$ cat src/rtl/wb_write_arbiter_pkg.sv
// Shared register-file / write-back settings and the write-port select encoding.
package wb_write_arbiter_pkg;

    localparam int unsigned WORD_WIDTH       = 32;
    localparam int unsigned REG_FILE_DEPTH   = 4;
    localparam int unsigned REG_FILE_SIZE    = 16;
    localparam int unsigned LQ_DEPTH_DEFAULT = 4;

    typedef enum logic [1:0] {
        SelNone,
        SelAlu,
        SelLoad
    } wb_sel_e;

endpackage

$ cat src/rtl/wb_load_queue.sv
// Load-return FIFO with a per-entry kill bit, kill-by-destination compare and pending mask.
module wb_load_queue
    import wb_write_arbiter_pkg::*;
#(
    parameter int unsigned WORD_W   = WORD_WIDTH,
    parameter int unsigned ADDR_W   = REG_FILE_DEPTH,
    parameter int unsigned NREGS    = REG_FILE_SIZE,
    parameter int unsigned LQ_DEPTH = LQ_DEPTH_DEFAULT
) (
    input  logic                        clk,
    input  logic                        rst,
    input  logic                        push,
    input  logic [ADDR_W-1:0]           push_dest,
    input  logic [WORD_W-1:0]           push_data,
    input  logic                        push_kill,
    input  logic                        pop,
    input  logic                        kill_en,
    input  logic [ADDR_W-1:0]           kill_dest,
    output logic [ADDR_W-1:0]           head_dest,
    output logic [WORD_W-1:0]           head_data,
    output logic                        head_kill,
    output logic [$clog2(LQ_DEPTH):0]   count,
    output logic                        full,
    output logic [NREGS-1:0]            pend_mask
);

    localparam int unsigned PTR_W = $clog2(LQ_DEPTH);
    localparam int unsigned CNT_W = PTR_W + 1;
    localparam logic [CNT_W-1:0] FullCount = CNT_W'(LQ_DEPTH);

    logic [ADDR_W-1:0]   dest_q [LQ_DEPTH];
    logic [WORD_W-1:0]   data_q [LQ_DEPTH];
    logic [LQ_DEPTH-1:0] valid_q, valid_d;
    logic [LQ_DEPTH-1:0] kill_q, kill_d;
    logic [PTR_W-1:0]    rd_ptr_q, wr_ptr_q;
    logic [CNT_W-1:0]    count_q;
    logic                push_ok, pop_ok;

    assign full    = (count_q == FullCount);
    assign count   = count_q;
    assign push_ok = push && !full;
    assign pop_ok  = pop && (count_q != '0);

    assign head_dest = dest_q[rd_ptr_q];
    assign head_data = data_q[rd_ptr_q];
    assign head_kill = kill_q[rd_ptr_q];

    // Kill applies only to entries already held; a same-cycle push carries its own kill bit.
    always_comb begin
        valid_d = valid_q;
        kill_d  = kill_q;
        for (int i = 0; i < LQ_DEPTH; i++) begin
            if (kill_en && valid_q[i] && (dest_q[i] == kill_dest)) begin
                kill_d[i] = 1'b1;
            end
        end
        if (pop_ok) begin
            valid_d[rd_ptr_q] = 1'b0;
            kill_d[rd_ptr_q]  = 1'b0;
        end
        if (push_ok) begin
            valid_d[wr_ptr_q] = 1'b1;
            kill_d[wr_ptr_q]  = push_kill;
        end
    end

    always_comb begin
        pend_mask = '0;
        for (int i = 0; i < LQ_DEPTH; i++) begin
            if (valid_q[i] && !kill_q[i]) begin
                pend_mask[dest_q[i]] = 1'b1;
            end
        end
    end

    always_ff @(posedge clk or posedge rst) begin
        if (rst) begin
            valid_q  <= '0;
            kill_q   <= '0;
            rd_ptr_q <= '0;
            wr_ptr_q <= '0;
            count_q  <= '0;
            for (int i = 0; i < LQ_DEPTH; i++) begin
                dest_q[i] <= '0;
                data_q[i] <= '0;
            end
        end else begin
            valid_q <= valid_d;
            kill_q  <= kill_d;
            count_q <= count_q + CNT_W'(push_ok) - CNT_W'(pop_ok);
            if (pop_ok) begin
                rd_ptr_q <= rd_ptr_q + PTR_W'(1);
            end
            if (push_ok) begin
                wr_ptr_q         <= wr_ptr_q + PTR_W'(1);
                dest_q[wr_ptr_q] <= push_dest;
                data_q[wr_ptr_q] <= push_data;
            end
        end
    end

endmodule

$ cat src/rtl/wb_write_arbiter.sv
// Register-file write-back arbiter: ALU results take the port, queued loads fill idle cycles.
module wb_write_arbiter
    import wb_write_arbiter_pkg::*;
#(
    parameter int unsigned WORD_W   = WORD_WIDTH,
    parameter int unsigned ADDR_W   = REG_FILE_DEPTH,
    parameter int unsigned NREGS    = REG_FILE_SIZE,
    parameter int unsigned LQ_DEPTH = LQ_DEPTH_DEFAULT
) (
    input  logic                        clk,
    input  logic                        rst,
    input  logic                        alu_valid,
    input  logic [ADDR_W-1:0]           alu_dest,
    input  logic [WORD_W-1:0]           alu_result,
    input  logic                        ld_valid,
    output logic                        ld_ready,
    input  logic [ADDR_W-1:0]           ld_dest,
    input  logic [WORD_W-1:0]           ld_data,
    output logic                        WB_en,
    output logic [ADDR_W-1:0]           WB_dest,
    output logic [WORD_W-1:0]           WB_result,
    output logic [NREGS-1:0]            pend_mask,
    output logic [$clog2(LQ_DEPTH):0]   lq_count
);

    logic [ADDR_W-1:0] head_dest;
    logic [WORD_W-1:0] head_data;
    logic              head_kill;
    logic              lq_full;
    logic              lq_nonempty;
    logic              push, push_kill, pop;
    wb_sel_e           sel;

    logic              wb_en_q, wb_en_d;
    logic [ADDR_W-1:0] wb_dest_q, wb_dest_d;
    logic [WORD_W-1:0] wb_result_q, wb_result_d;

    assign ld_ready    = !rst && !lq_full;
    assign push        = ld_valid && ld_ready;
    // Loads accepted alongside an ALU write are older, so a matching dest is already dead.
    assign push_kill   = alu_valid && (ld_dest == alu_dest);
    assign lq_nonempty = (lq_count != '0);

    always_comb begin
        sel = SelNone;
        if (alu_valid) begin
            sel = SelAlu;
        end else if (lq_nonempty && !head_kill) begin
            sel = SelLoad;
        end
    end

    // A killed head leaves without using the port, even under an ALU write.
    assign pop = (sel == SelLoad) || (lq_nonempty && head_kill);

    wb_load_queue #(
        .WORD_W   (WORD_W),
        .ADDR_W   (ADDR_W),
        .NREGS    (NREGS),
        .LQ_DEPTH (LQ_DEPTH)
    ) u_load_queue (
        .clk       (clk),
        .rst       (rst),
        .push      (push),
        .push_dest (ld_dest),
        .push_data (ld_data),
        .push_kill (push_kill),
        .pop       (pop),
        .kill_en   (alu_valid),
        .kill_dest (alu_dest),
        .head_dest (head_dest),
        .head_data (head_data),
        .head_kill (head_kill),
        .count     (lq_count),
        .full      (lq_full),
        .pend_mask (pend_mask)
    );

    always_comb begin
        wb_en_d     = 1'b0;
        wb_dest_d   = wb_dest_q;
        wb_result_d = wb_result_q;
        unique case (sel)
            SelAlu: begin
                wb_en_d     = 1'b1;
                wb_dest_d   = alu_dest;
                wb_result_d = alu_result;
            end
            SelLoad: begin
                wb_en_d     = 1'b1;
                wb_dest_d   = head_dest;
                wb_result_d = head_data;
            end
            default: begin
                wb_en_d = 1'b0;
            end
        endcase
    end

    always_ff @(posedge clk or posedge rst) begin
        if (rst) begin
            wb_en_q     <= 1'b0;
            wb_dest_q   <= '0;
            wb_result_q <= '0;
        end else begin
            wb_en_q     <= wb_en_d;
            wb_dest_q   <= wb_dest_d;
            wb_result_q <= wb_result_d;
        end
    end

    assign WB_en     = wb_en_q;
    assign WB_dest   = wb_dest_q;
    assign WB_result = wb_result_q;

endmodule

$ cat config.mk
export PLATFORM = sky130hd
export DESIGN_NAME = wb_write_arbiter
export DESIGN_NICKNAME = d
export VERILOG_FILES = /design/src/rtl/wb_write_arbiter_pkg.sv /design/src/rtl/wb_load_queue.sv /design/src/rtl/wb_write_arbiter.sv
export SDC_FILE = /design/constraint.sdc
export NUM_CORES = 1
export LEC_CHECK = 0
export ABC_AREA = 1
export CORE_MARGIN = 2
export CORE_UTILIZATION = 40
export CTS_CLUSTER_SIZE = 40
export DETAILED_ROUTE_END_ITERATION = 10
export PLACE_DENSITY_LB_ADDON = 0.05
export SLEW_MARGIN = 10
export SYNTH_ARGS = -nofsm -noshare
export SYNTH_HDL_FRONTEND = slang
export SYNTH_HIERARCHICAL = 1
export SYNTH_SLANG_ARGS = --single-unit
$ cat constraint.sdc
create_clock -name clk -period 6.47 [get_ports clk]
set_clock_uncertainty 0.05 [all_clocks]
set_input_delay 0.647 -clock clk [delete_from_list [all_inputs] [get_ports clk]]
set_output_delay 0.647 -clock clk [all_outputs]
set_load 0.005 [all_outputs]
==> impl_metrics.toml, run 1 <==
[status]
status = "finished, final reports clean"

[worst_setup_path]
worstSetupPathType = "register to primary output"
r2r_cells = 14
rrSetupSlack_ns = 3.30
regToRegEndpoint = "u_load_queue/count[2]$_DFF_PP0_"
cp_max_fo = 6
critPathCaptureType = "primary output"
r2r_start = "u_load_queue/rd_ptr_q[0]$_DFFE_PP0N_"
required_ns = 5.77
crit_arrival_ns = 2.51
crit_start = "u_load_queue/dest_q[5]$_DFFE_PP0P_"
start_kind = "register"

[flow_run]
drv_cap = 0

[drt]
dr.pass1.iters = 5
ant_nets = 0
viasPerCell = 5.255
routed_wl_um = 32010
drt_iter0_drc = 645
num_vias = 9249
wl_per_cell_um = 18.19
drc = 0

[global_route]
grtUsageTotal_pct = 23.55
grt_start_max_net_pins = 91
overflow = 0
grt_pass1_wl_um = 51560
grt_pass1_vias = 9099
antenna_found_initial = 0

[clock_tree]
cts_sinks = 196
numCtsBuffers = 17
root_buffer = "clkbuf_16"
insertion_delay_ns = 0.44
post_cts_buffers = 0
ctsResizeCount = 0
cts_hold_buffers = 0
cts_tree = "yes"
clkTransAtPathRegs_ns = 0.08
h-tree-depth = 4
cts.path.max_buffers = 2

[power]
power.density_nw_per_um2 = 485.3
ir_drop_mv = 0.2134
p_leak_uw = 0.005820

[synthesis]
synth_compound_area_share_pct = 11.48
synth_nets = 1417
synthAdderAreaFrac_pct = 1.389
synth_top_area_share_pct = 46.93
synthTopCellsByArea = "dfrtp_1 (47%), nand2_1 (18%), nand3_1 (4.4%)"
avgSynthCellArea_um2 = 7.857
synthMuxAreaShare_pct = 0
synth_area_um2 = 10450
syn_inst = 1330
synth-xor-area-share_pct = 0.4191
synth-simple-area-share_pct = 31.26
ys_ff_latch = 196
yosysUniqueCellTypes = 38
ys_seq_area_share_pct = 46.93
synth_top_family_by_area = "simple AND/OR/NAND/NOR gates"
yosys_warnings = 6
yosysTopAreaCell = "dfrtp_1"

[timing]
drv_slew = 0
timing.fmax_ghz = 0.3119
min_period_over_period_pct = 49.55
hold_violations = 0
rsz0062_at_grt = "false"
relSlewSlack_pct = 32.29
hold_ws_ns = 0.4282
worstMarginPinSlew_ns = 1.016
layout_setup_ws_ns = 3.264
setup-tns-final_ns = 0
period_needed_ns = 3.206
setup_viol = 0

[floorplan]
num_rows = 59
pin_count = 133
core_area_um2 = 25840
initial_utilization_pct = 40.45
die-area_um2 = 27430
die_width_um = 165.6
die_height_um = 165.6

[hold_path]
min_to = "u_load_queue/data_q[78]$_DFFE_PP0P_"
worstHoldPathType = "register to register"
hold_path_depth = 2
hold_start = "u_load_queue/data_q[78]$_DFFE_PP0P_"

[final_layout]
n_antenna_cell = 0
nets = 1499
final_layout_size_suffix_gt1_share_pct = 8.351
mostFrequentLayoutCell = "nand2_1"
finish.utilization_pct = 47.48
syn_to_final_growth_pct = 17.39
final_cell_mix = "nand2_1 (512), dfrtp_1 (196), clkdlybuf4s50_1 (131)"

[place]
pre_cts_slack_ns = 3.078
dpl.hpwl_um = 19290
routabilityCongestion = 0.8776
portBuffers = 132
-- through the flow --
stage	instance area (µm²)	std cells	power, µW
floorplan	10450	1330	4024
global placement	11690	1728	4898
detailed placement	11690	1728	4925
CTS	12270	1760	5987
global route	12270	1760	6427
finish	12270	1760	5953
-- synthesized netlist by cell type (all sizes together) --
master	count
ha	10
xor2	3
clkbuf	6
nor3b	1
inv	84
nand4	54
nor2	77
clkinv	1
o211ai	1
xnor2	2
o2111ai	2
buf	71
a21oi	44
o21ai	139
o22ai	9
nand3	105
nor3	7
dfrtp	196
fa	1
or2	1
nand2	514
a22oi	2
-- how the worst max path moves through the flow --
| stage | cells past startpoint | to |
|---|---|---|
| after floorplan | 1 | u_load_queue/count[0]$_DFF_PP0_ |
| after detailed placement | 11 | u_load_queue/count[2]$_DFF_PP0_ |
| after CTS | 14 | u_load_queue/count[2]$_DFF_PP0_ |
| final | 5 | pend_mask[6] |
| after global placement | 11 | u_load_queue/count[2]$_DFF_PP0_ |
| after global routing | 14 | u_load_queue/count[2]$_DFF_PP0_ |
-- state kept, by name, summed over array words and instances, names as in the netlist --
| signal | flops |
|---|---|
| u_load_queue/count | 3 |
| u_load_queue/dest_q | 16 |
| WB_dest | 4 |
| WB_result | 32 |
| u_load_queue/data_q | 128 |
| u_load_queue/valid_q | 4 |
| u_load_queue/kill_q | 4 |
| WB_en | 1 |
| u_load_queue/wr_ptr_q | 2 |
| u_load_queue/rd_ptr_q | 2 |
-- final cells by class --
class	count	area (µm²)
clock buffers	19	432.9
multi-input cells	972	4656
flip-flops and latches	196	4905
well taps	335	419.2
repair buffers	140	1376
inverters	85	336.6
clock inverters	13	141.4
fillers	2627	13570
-- cell families after synthesis --
kind of cell / Yosys count
buffers and inverters: 162
DFF: 196
adders and majority gates: 11
xor gates and xnor gates: 5
and+or+nand+nor: 759
AOI/OAI and AO/OA: 197
-- report_power, final --
part	internal [µW]	total, µW	switching, µW
sequential	1800	2200	391
combinational	1050	2710	1660
clock	516	1050	532
-- critical path, stage by stage (launching register included) --
cell,delay [ns]
dfrtp_1,0.47
inv_1,0.13
nor3_1,0.70
nand2_1,0.10
nand4_1,0.14
clkdlybuf4s50_1,0.52
-- layer usage --
| layer | up-vias | global-route usage [%] | part of all wire [%] |
|---|---|---|---|
| li1 | 4485 | - | - |
| met1 | 4454 | 32.51 | 47 |
| met2 | 266 | 38.44 | 46 |
| met3 | 44 | 3.154 | 4.7 |
| met4 | 0 | 7.788 | 2.2 |
| met5 | - | 0 | 0 |
No activity file was read; power rests on OpenSTA's default activity.
==> run 2: changes to the inputs <==
- clock period: 6.47 -> 3.4 ns (I/O delays scaled with it)
==> impl_metrics.toml, run 2 (same netlist as run 1, synthesis figures left out) <==
[floorplan]
num_rows = 59
die_width_um = 165.6
die-area_um2 = 27430
core_area_um2 = 25840
initial_utilization_pct = 40.45
die_height_um = 165.6
pin_count = 133

[timing]
min_period_over_period_pct = 86.22
setup-tns-final_ns = 0
period_needed_ns = 2.931
hold_violations = 0
worstMarginPinSlew_ns = 0.6447
timing.fmax_ghz = 0.3411
drv_slew = 0
rsz0062_at_grt = "false"
relSlewSlack_pct = 57.02
setup_viol = 0

[worst_setup_path]
regToRegEndpoint = "u_load_queue/count[2]$_DFF_PP0_"
critPathCaptureType = "register"
crit_arrival_ns = 3.19
worstSetupPathType = "register to register"
start_kind = "register"
critPathMaxStageDelay_ns = 0.39
r2r_cells = 15
crit_slowest_cell = "dfrtp_1"
cp_max_fo = 21
rrSetupSlack_ns = 0.47
r2r_start = "u_load_queue/rd_ptr_q[1]$_DFFE_PP0N_"
path_common_cell = "inv_1"
worstPathCellList = "inv_2, o21ai_0, a21oi_1, a21oi_1, inv_2, a22oi_1, nand2_1, inv_1, ha_1, inv_1, ha_1, inv_1, fa_1, xnor2_1, xor2_1"
required_ns = 3.66

[clock_tree]
ctsResizeCount = 0
cts.path.max_buffers = 2
cts_sinks = 196
clkTransAtPathRegs_ns = 0.08
root_buffer = "clkbuf_16"
cts_tree = "yes"
h-tree-depth = 4
cts_hold_buffers = 0
post_cts_buffers = 0
insertion_delay_ns = 0.43
numCtsBuffers = 17

[global_route]
grt_pass1_vias = 9147
grt_pass1_wl_um = 50980
overflow = 0
grt_start_max_net_pins = 90
grtUsageTotal_pct = 23.29
antenna_found_initial = 0
busiest_layer = "met2"
use_met3_pct = 3.274
grtUsageMet2_pct = 38.34
use_met1_pct = 32.23

[drt]
ant_nets = 0
dr.pass1.iters = 5
drt_iter0_drc = 730
viasPerCell = 5.199
num_vias = 9202
routed_wl_um = 31370
wl_per_cell_um = 17.72
drc = 0

[flow_run]
drv_cap = 0

[final_layout]
finish.utilization_pct = 47.91
final_layout_size_suffix_gt1_share_pct = 9.129
nets = 1509
largest_reg_flops = 128
seq_area_um2 = 4905
multi_input_area_um2 = 4656
fillCellCount = 2642
final_cell_mix = "nand2_1 (512), dfrtp_1 (196), clkdlybuf4s50_1 (131)"
syn_to_final_growth_pct = 18.46
n_antenna_cell = 0
regMostFlops = "u_load_queue/data_q"
mostFrequentLayoutCell = "nand2_1"

[place]
portBuffers = 132
routabilityCongestion = 0.8810
dpl.hpwl_um = 19870

[power]
p_total_uw = 11350
p_leak_uw = 0.005888
ir_drop_mv = 0.5627
power.density_nw_per_um2 = 917.1

[hold_path]
worstHoldPathType = "input pin to async pin"

[status]
status = "finished, final reports clean"
-- run 2: cell types whose count changed in the layout (fill, tap and decap cells not counted) --
| cell | previous run | this run |
|---|---|---|
| clkinv_2 | 0 | 1 |
| inv_6 | 5 | 6 |
| clkbuf_1 | 2 | 0 |
| buf_12 | 0 | 2 |
| clkinvlp_4 | 2 | 1 |
| inv_12 | 0 | 1 |
| clkbuf_8 | 0 | 1 |
| buf_4 | 8 | 16 |
| clkinv_8 | 3 | 2 |
-- run 2: cell type report --
cell class                      instances  area share, %
Clock buffer                           18          3.548
Multi-Input combinational cell        972          37.61
Inverter                               85          2.709
Tap cell                              335          3.386
Clock inverter                         14          1.203
Timing Repair Buffer                  150          11.93
Sequential cell                       196          39.62
-- run 2: layer usage --
layer | up-vias | wire length (µm)
li1 | 4502 | -
met1 | 4433 | 14690
met2 | 233 | 14840
met3 | 34 | 1202
met4 | 0 | 636
met5 | - | 0
-- run 2: through the flow --
step | cells | cell area (µm²) | worst slack (ns) | hold WS (ns)
2_1_floorplan | 1330 | 10450 | 0.2638 | 0.3936
3_3_place_gp | 1738 | 11790 | 0.5271 | 0.4062
3_5_place_dp | 1738 | 11790 | 0.4740 | 0.4096
4_1_cts | 1770 | 12380 | 0.4584 | 0.3398
5_1_grt | 1770 | 12380 | 0.1663 | 0.3783
6_report | 1770 | 12380 | 0.4686 | 0.3256
-- run 2: critical path, delay by kind of cell, from the launching register on --
kind                       cells  cell delay, ns
and+or+nand+nor                1            0.25
buffers and inverters          5            0.58
AOI/OAI and AO/OA              4            0.47
adders and majority gates      3            0.80
xor gates and xnor gates       2            0.28
DFF                            1            0.39
-- run 2: power breakdown --
group / leakage, µW / switching [µW] / internal [µW]
clock network: 0.000291 / 1000 / 1010
logic: 0.00316 / 3170 / 2030
registers: 0.00243 / 709 / 3440
total: 0.00589 / 4880 / 6470
-- run 2: how the worst max path moves through the flow --
stage,slack [ns],depth (start not counted),from,endpoint
finish,0.47,15,u_load_queue/rd_ptr_q[1]$_DFFE_PP0N_,u_load_queue/count[2]$_DFF_PP0_
global route,0.17,15,u_load_queue/rd_ptr_q[1]$_DFFE_PP0N_,u_load_queue/count[2]$_DFF_PP0_
CTS,0.46,15,u_load_queue/rd_ptr_q[1]$_DFFE_PP0N_,u_load_queue/count[2]$_DFF_PP0_
detailed placement,0.47,15,u_load_queue/rd_ptr_q[1]$_DFFE_PP0N_,u_load_queue/count[2]$_DFF_PP0_
global placement,0.53,15,u_load_queue/rd_ptr_q[1]$_DFFE_PP0N_,u_load_queue/count[2]$_DFF_PP0_
floorplan,0.26,18,u_load_queue/rd_ptr_q[0]$_DFFE_PP0N_,u_load_queue/count[2]$_DFF_PP0_
==> run 3: changes to the inputs <==
==> constraint.sdc (replaced) <==
create_clock -name clk -period 3.4 [get_ports clk]
set_clock_uncertainty 0.05 [all_clocks]
set_input_delay 0.51 -clock clk [delete_from_list [all_inputs] [get_ports clk]]
set_output_delay 0.51 -clock clk [all_outputs]
set_load 0.005 [all_outputs]
==> impl_metrics.toml, run 3 (same netlist as run 1, synthesis figures left out) <==
[worst_setup_path]
r2r_start = "u_load_queue/rd_ptr_q[1]$_DFFE_PP0N_"
path_buf_inv = 2
start_kind = "register"
critPathCaptureType = "primary output"
cp_max_fo = 6
r2r_cells = 15
worstSetupPathType = "register to primary output"
required_ns = 2.84
crit_arrival_ns = 2.39
worstPathCellList = "inv_1, nor3_1, nand2_1, nand4_1, clkdlybuf4s50_1"
critPathMaxStageDelay_ns = 0.56
regToRegEndpoint = "u_load_queue/count[2]$_DFF_PP0_"
rrSetupSlack_ns = 0.52
crit_slowest_cell = "nor3_1"
cp_top_family = "simple AND/OR/NAND/NOR gates"

[hold_path]
worstHoldPathType = "register to register"
hold_path_depth = 2
hold_start = "u_load_queue/data_q[92]$_DFFE_PP0P_"
min_to = "u_load_queue/data_q[92]$_DFFE_PP0P_"

[drt]
ant_nets = 0
dr.pass1.iters = 5
viasPerCell = 5.175
wl_per_cell_um = 17.99
routed_wl_um = 31800
drt_iter0_drc = 713
num_vias = 9149
drc = 0

[timing]
worstMarginPinSlew_ns = 1.004
period_needed_ns = 2.946
timing.fmax_ghz = 0.3394
relSlewSlack_pct = 33.05
drv_slew = 0
layout_setup_ws_ns = 0.4536
setup_viol = 0
setup-tns-final_ns = 0
min_period_over_period_pct = 86.66
hold_violations = 0
rsz0062_at_grt = "false"

[clock_tree]
post_cts_buffers = 0
numCtsBuffers = 17
ctsResizeCount = 0
cts.path.max_buffers = 2
root_buffer = "clkbuf_16"
cts_tree = "yes"
cts_sinks = 196
clkTransAtPathRegs_ns = 0.07
cts_hold_buffers = 0
insertion_delay_ns = 0.44
h-tree-depth = 4

[final_layout]
final_cell_mix = "nand2_1 (512), dfrtp_1 (196), clkdlybuf4s50_1 (131)"
syn_to_final_growth_pct = 18.09
nets = 1509
largest_reg_flops = 128
regMostFlops = "u_load_queue/data_q"
mostFrequentLayoutCell = "nand2_1"
final_layout_size_suffix_gt1_share_pct = 9.002
n_antenna_cell = 0

[floorplan]
die_width_um = 165.6
num_rows = 59
initial_utilization_pct = 40.45
die-area_um2 = 27430
pin_count = 133
die_height_um = 165.6
core_area_um2 = 25840

[global_route]
overflow = 0
antenna_found_initial = 0
grt_pass1_wl_um = 51200
grtUsageTotal_pct = 23.45
grt_start_max_net_pins = 64
grt_pass1_vias = 8898

[place]
portBuffers = 132
routabilityCongestion = 0.9033
pre_cts_slack_ns = 0.5028
dpl.hpwl_um = 19740

[power]
p_leak_uw = 0.005854
ir_drop_mv = 0.4858
power.density_nw_per_um2 = 910.6

[status]
status = "finished, final reports clean"

[flow_run]
drv_cap = 0
## run 3: worst register-to-register path, delay by kind of cell (launching register included)
family,cells,cell delay [ns]
fa+ha+maj,3,0.82
buf+inv,5,0.55
compound gates,4,0.42
flops,1,0.40
xor+xnor,2,0.29
simple gates,1,0.24
## run 3: metrics by stage
step	std cells	hold slack [ns]	instance area [µm²]	power (µW)	util, %
2_1_floorplan	1330	0.3936	10450	7659	-
3_3_place_gp	1738	0.4063	11790	9316	45.64
3_5_place_dp	1738	0.4100	11790	9372	45.64
4_1_cts	1768	0.4301	12340	11350	47.76
5_1_grt	1768	0.4383	12340	12190	47.76
6_report	1768	0.4259	12340	11240	47.76
## run 3: layer usage
metal / share of wire (%) / wire (µm) / track usage (%)
met1: 47 / 14970 / 32.23
met4: 1.8 / 567 / 6.238
met5: 0 / 0 / 0
met3: 3.9 / 1250 / 3.130
met2: 47 / 15010 / 39.18
## run 3: report_power, final
| part | switching (µW) | internal (µW) |
|---|---|---|
| clock | 957 | 957 |
| sequential | 709 | 3440 |
| combinational | 3160 | 2020 |
| total | 4820 | 6410 |
## run 3: worst max path at each step
| stage | start | endpoint | slack [ns] | cells after the start |
|---|---|---|---|---|
| after global placement | rst | u_load_queue/count[2]$_DFF_PP0_ | 0.55 | 10 |
| after detailed placement | rst | u_load_queue/count[2]$_DFF_PP0_ | 0.50 | 10 |
| after floorplan | u_load_queue/rd_ptr_q[0]$_DFFE_PP0N_ | u_load_queue/count[2]$_DFF_PP0_ | 0.26 | 18 |
| final | u_load_queue/dest_q[5]$_DFFE_PP0P_ | pend_mask[6] | 0.45 | 5 |
| after global routing | u_load_queue/rd_ptr_q[1]$_DFFE_PP0N_ | u_load_queue/count[2]$_DFF_PP0_ | 0.27 | 15 |
| after CTS | u_load_queue/dest_q[5]$_DFFE_PP0P_ | pend_mask[6] | 0.48 | 5 |
## run 3: area by class of cell
type                    count  area (µm²)
inverters                  85       335.3
multi-input cells         972        4656
well taps                 335       419.2
clock buffers              17       425.4
repair buffers            150        1476
flip-flops and latches    196        4905
fillers                  2643       13500
clock inverters            13       123.9
